==> src/rtl/strela_auto_cg_ctrl.sv <==
// Automatic clock-gating controller: tracks outstanding OBI transactions and gates the clock when idle.
// Optional macro STRELA_CG_STATS_EN builds a saturating counter of cycles spent gated.
module strela_auto_cg_ctrl #(
    parameter int NUM_PORTS   = 4,
    parameter int MAX_OUTST   = 4,
    parameter int IDLE_CYCLES = 16
) (
    input  logic                 clk_i,
    input  logic                 rst_ni,
    input  logic                 test_en_i,
    input  logic                 en_i,
    input  logic                 auto_en_i,
    input  logic                 core_idle_i,
    input  logic [NUM_PORTS-1:0] req_i,
    input  logic [NUM_PORTS-1:0] gnt_i,
    input  logic [NUM_PORTS-1:0] rvalid_i,
    input  logic                 wake_i,
    output logic                 clk_o,
    output logic                 clk_en_o,
    output logic [1:0]           state_o,
    output logic                 outst_err_o,
    output logic [31:0]          gated_cycles_o
);

    localparam int CNT_W = $clog2(MAX_OUTST + 1);
    localparam logic [CNT_W-1:0] CNT_MAX  = CNT_W'(MAX_OUTST);
    localparam logic [15:0]      IDLE_MAX = 16'(IDLE_CYCLES);

    typedef enum logic [1:0] {
        RUN   = 2'd0,
        DRAIN = 2'd1,
        GATED = 2'd2,
        WAKE  = 2'd3
    } state_t;

    state_t                             state_q, state_d;
    logic [NUM_PORTS-1:0][CNT_W-1:0]    outst_q, outst_d;
    logic [NUM_PORTS-1:0]               incr, ovf, unf, busy;
    logic [15:0]                        idle_q, idle_d;
    logic                               quiet, idle_cond;
    logic                               gate_en_l;

    assign incr = req_i & gnt_i;

    // A grant and a response in the same cycle cancel; out-of-range moves hold and flag an error.
    always_comb begin
        outst_d = outst_q;
        ovf     = '0;
        unf     = '0;
        busy    = '0;
        for (int p = 0; p < NUM_PORTS; p++) begin
            busy[p] = (outst_q[p] != '0);
            if (incr[p] && !rvalid_i[p]) begin
                if (outst_q[p] == CNT_MAX) ovf[p] = 1'b1;
                else                       outst_d[p] = outst_q[p] + 1'b1;
            end else if (rvalid_i[p] && !incr[p]) begin
                if (outst_q[p] == '0) unf[p] = 1'b1;
                else                  outst_d[p] = outst_q[p] - 1'b1;
            end
        end
    end

    assign quiet     = ~|busy && ~|req_i;
    assign idle_cond = (state_q == RUN) && auto_en_i && core_idle_i && quiet;
    assign idle_d    = !idle_cond ? 16'd0 : ((idle_q == IDLE_MAX) ? idle_q : idle_q + 16'd1);

    always_comb begin
        state_d = state_q;
        case (state_q)
            RUN:   if (!en_i || (idle_d == IDLE_MAX)) state_d = DRAIN;
            DRAIN: begin
                if (wake_i || (en_i && !core_idle_i)) state_d = RUN;
                else if (quiet)                       state_d = GATED;
            end
            GATED: if (wake_i || (en_i && (!auto_en_i || !core_idle_i))) state_d = WAKE;
            WAKE:  state_d = RUN;
            default: state_d = RUN;
        endcase
    end

    // The gate enable is registered from the next state so it always matches state_o.
    always_ff @(posedge clk_i or negedge rst_ni) begin
        if (!rst_ni) begin
            state_q     <= RUN;
            clk_en_o    <= 1'b1;
            idle_q      <= '0;
            outst_q     <= '0;
            outst_err_o <= 1'b0;
        end else begin
            state_q     <= state_d;
            clk_en_o    <= (state_d != GATED);
            idle_q      <= idle_d;
            outst_q     <= outst_d;
            outst_err_o <= outst_err_o | (|ovf) | (|unf);
        end
    end

    assign state_o = state_q;

    // Latch is transparent only while clk_i is low, so clk_o cannot glitch.
    always_latch begin
        if (!clk_i) gate_en_l = clk_en_o | test_en_i;
    end

    assign clk_o = clk_i & gate_en_l;

`ifdef STRELA_CG_STATS_EN
    logic [31:0] gated_q;

    always_ff @(posedge clk_i or negedge rst_ni) begin
        if (!rst_ni)                                       gated_q <= '0;
        else if ((state_q == GATED) && (gated_q != '1))    gated_q <= gated_q + 32'd1;
    end

    assign gated_cycles_o = gated_q;
`else
    assign gated_cycles_o = '0;
`endif

endmodule

==> config.mk <==
export PLATFORM = sky130hd
export DESIGN_NAME = strela_auto_cg_ctrl
export DESIGN_NICKNAME = d
export VERILOG_FILES = /design/src/rtl/strela_auto_cg_ctrl.sv
export SDC_FILE = /design/constraint.sdc
export NUM_CORES = 1
export LEC_CHECK = 0
export CORE_MARGIN = 5
export CORE_UTILIZATION = 55
export DETAILED_ROUTE_END_ITERATION = 7
export GPL_ROUTABILITY_DRIVEN = 0
export PLACE_DENSITY = 0.86
export SETUP_SLACK_MARGIN = 0.3
export SYNTH_ARGS = -nofsm -noshare
export SYNTH_HDL_FRONTEND = slang
export SYNTH_SLANG_ARGS = --single-unit
==> constraint.sdc <==
create_clock -name clk_i -period 6.4 [get_ports clk_i]
set_input_delay 0.64 -clock clk_i [delete_from_list [all_inputs] [get_ports clk_i]]
set_output_delay 0.64 -clock clk_i [all_outputs]
set_load 0.01 [all_outputs]
# Word level (Yosys, flattened, before mapping)
# Cells that the tools add are included.
[totals]
regBits = 32
latch_bits = 1
inputBits = 19
out_inout_bits = 37
wordCells = 137
[op_classes]
addsub = 9
n_eq_ne = 18
n_mux = 44
bitwise_logic = 5
n_reduce_logical = 52
[ops]
columns = ["operator", "n"]
rows = [
  ["$mux 3", 16],
  ["$eq 16x5->1 const B", 2],
  ["$mux 16", 2],
  ["$mux 1", 21],
  ["$ne 2x2->1 const B", 9],
  ["$add 16x1->16 const B", 1],
  ["$reduce_or 4->1", 4],
  ["$logic_and 1x1->1", 14],
  ["$logic_not 1->1", 13],
  ["$add 3x1->3 const B", 4],
  ["$eq 3x3->1 const B", 4],
  ["$logic_not 3->1", 4],
  ["$reduce_and 3->1", 4],
  ["$reduce_bool 3->1", 4],
  ["$sub 3x1->3 const B", 4],
  ["$mux 2", 4],
  ["$pmux 2 s4", 1],
  ["$reduce_bool 2->1", 4],
  ["$and 4x4->4", 1],
  ["$eq 2x2->1 const B", 2],
  ["$logic_or 1x1->1", 4],
  ["$or 1x1->1", 3],
  ["$eq 2x1->1 const B", 1],
  ["$logic_not 2->1", 1],
  ["$and 1x1->1", 1],
]

# Longest topological paths before layout
[depth]
depth_word = 11
mapped_depth = 11
depth_no_buf = 10

==> run_results.csv <==
group,metric,value,unit
setup_path,cp_data_arrival_time,4.64,ns
grt,antenna_found_initial,0,
status,status,"finished clean",
timing,hold_viol,0,
layout,nets,356,
power_and_ir_drop,p_total,773,uW
die,dieHeight,77.2,microns
die,start_util,0.570,
layout,diodes,0,
layout,final_layout_size_suffix_gt1_frac,0.0710,
setup_path,path_class,"latch to output port",
logic_synthesis,postSynthCellCount,299,
detailed_routing,postRouteAntennaNets,0,
grt,grt_first_pass_wirelength,8.74,mm
placed_design,placedInstanceArea,2620,sq um
logic_synthesis,synth_edf_count,0,
layout,fin_area,2750,sq um
logic_synthesis,ys_warn_count,0,
detailed_routing,routedWlPerCell,13.9,microns
timing,fin_skew,0.00567,ns
logic_synthesis,synth_area,2480,sq um
die,rows,24,
setup_path,cpPeakStageDelay,0.53,ns
grt,overflow,0,
clock_network,clk-insertion-delay-late,0.40,ns
timing,setup_viol,0,
power_and_ir_drop,p_leak,0.00119,uW
clock_network,cts_hold_buf,0,
grt,grt_max_degree,33,
timing,rsz0062_at_grt,"false",
die,core_region_area,4350,sq um
logic_synthesis,ys_types,49,
logic_synthesis,async_reset_ff_frac,0.970,
layout,area_delta_synth_final,10.7,%
timing,drv_slew,0,
timing,setup_tns,0,ns
setup_path,path_cells,"and2_1 -> clkdlybuf4s50_1",
setup_path,cp-start-kind,"latch",
detailed_routing,wirelength,5.22,mm
detailed_routing,num_vias,2058,
setup_path,critPathRequiredTime,5.76,ns
setup_path,end_kind,"output port",
grt,grt_pass1_vias,1948,
detailed_routing,drcViolationCount,0,
die,ios,56,
timing,max_slew_margin,0.552,
logic_synthesis,ys_ff_latch,33,
worst_hold_path,worstHoldPathType,"register to register",
logic_synthesis,synth_flop_cell,"dfrtp_1",
placed_design,port_buffers,23,
placed_design,dpl.hpwl,3.73,mm
clock_network,cts_setup_buffers,0,
detailed_routing,drtIter0Drc,105,
die,dieArea,5960,sq um
clock_network,cts_tree,"built",
setup_path,cp_max_fo,1,
power_and_ir_drop,max-vdd-ir-drop,0.169,mV
detailed_routing,via_per_inst,5.47,
power_and_ir_drop,powerDensity,281,nW/um^2
timing,worst_pin_slew,0.670,ns
clock_network,cts_resized,0,
logic_synthesis,synth_area_per_cell,8.30,sq um
die,dieWidth,77.2,microns
run,maxCapViolations,0,
clock_network,clk_pin_slew,0.07,ns
setup_path,critPathSlowestCell,"clkdlybuf4s50_1",
grt,grt_usage,0.184,
detailed_routing,firstDrtPassIters,4,
[Yosys cell counts, types with 5 or more instances]
master / count / share of area
nor2_1: 50 / 0.076
buf_4: 32 / 0.097
dfrtp_1: 31 / 0.31
nand2_1: 28 / 0.042
inv_1: 20 / 0.030
nor3_1: 12 / 0.024
xnor2_1: 12 / 0.042
ha_1: 10 / 0.050
a21oi_1: 9 / 0.018
o21ai_0: 9 / 0.018
xor2_1: 9 / 0.032
nand3_1: 7 / 0.014
clkbuf_1: 6 / 0.0091
nand4_1: 5 / 0.013
[kinds of logic after synthesis]
| family | Yosys count | share of synthesized area |
|---|---|---|
| latches | 1 | 0.00605 |
| muxes | 1 | 0.00403 |
| AOI/OAI and AO/OA | 44 | 0.127 |
| buffers and inverters | 61 | 0.142 |
| DFF | 32 | 0.323 |
| other | 1 | 0.00151 |
| xor gates and xnor gates | 21 | 0.0741 |
| and+or+nand+nor | 124 | 0.240 |
| adders and majority gates | 14 | 0.0827 |
[worst paths after layout]
check | cells after the start | from | endpoint | slack, ns
worst min register to register | 1 | outst_q[5] | outst_q[5] | 0.55
max in group asynchronous | 2 | rst_ni | clk_en_o | 5.43
worst min-delay path | 1 | outst_q[5] | outst_q[5] | 0.55
worst max register to register | 1 | clk_en_o | gate_en_l | 2.56
worst max-delay path | 2 | gate_en_l | clk_o | 1.12
min in group asynchronous | 2 | rst_ni | idle_q[2] | 0.65
[flip-flops by register name, summed over array words and instances, names as in the netlist]
name         flops
clk_en_o         1
gate_en_l        1
idle_q          16
outst_err_o      1
outst_q         12
state_o          2
[layout by cell type (no fill, tap or decap), types with 3 or more instances in the layout]
cell type,count
nor2_1,50
conb_1,32
dfrtp_1,31
nand2_1,28
clkdlybuf4s50_1,23
inv_1,20
nor3_1,12
xnor2_1,12
ha_1,10
a21oi_1,9
xor2_1,9
o21ai_0,9
clkbuf_8,8
nand3_1,7
nand4_1,5
o31ai_1,4
o22a_1,4
fa_1,4
nor4_1,3
or3_1,3
a31oi_1,3
[area by class of cell]
| type | instances | area, sq um |
|---|---|---|
| Clock buffer | 10 | 124 |
| Clock inverter | 2 | 10.0 |
| Fill cell | 372 | 1610 |
| Inverter | 20 | 75.1 |
| Multi-Input combinational cell | 236 | 1430 |
| Sequential cell | 33 | 817 |
| Tap cell | 52 | 65.1 |
| Timing Repair Buffer | 23 | 228 |
[report_power, final]
| group | switching, uW | total [uW] | internal, uW |
|---|---|---|---|
| sequential | 70.2 | 317 | 247 |
| combinational | 122 | 233 | 110 |
| clock | 94.3 | 223 | 129 |
[layer usage]
metal | GRT usage | part of all wire | vias to the layer above
met1 | 0.199 | 0.40 | 981
met4 | 0.0962 | 0.025 | 0
met3 | 0.0644 | 0.056 | 13
met2 | 0.313 | 0.52 | 61
li1 | - | - | 1003
met5 | 0 | 0 | -
[per-stage QoR]
step           instances  utilization  hold slack (ns)  setup WS [ns]
2_1_floorplan        330            -            0.344           2.04
3_3_place_gp         365        0.603            0.542           1.58
3_5_place_dp         365        0.603            0.547           1.57
4_1_cts              376        0.631            0.556           1.11
5_1_grt              376        0.631            0.585           1.07
6_report             376        0.631            0.555           1.12
[critical path, delay by kind of cell, from the launching register on]
| family | cells | cell delay, ns |
|---|---|---|
| simple gates | 1 | 0.11 |
| buf+inv | 1 | 0.53 |
| latches | 1 | 0.39 |
Power figures use the tool's default switching activity.
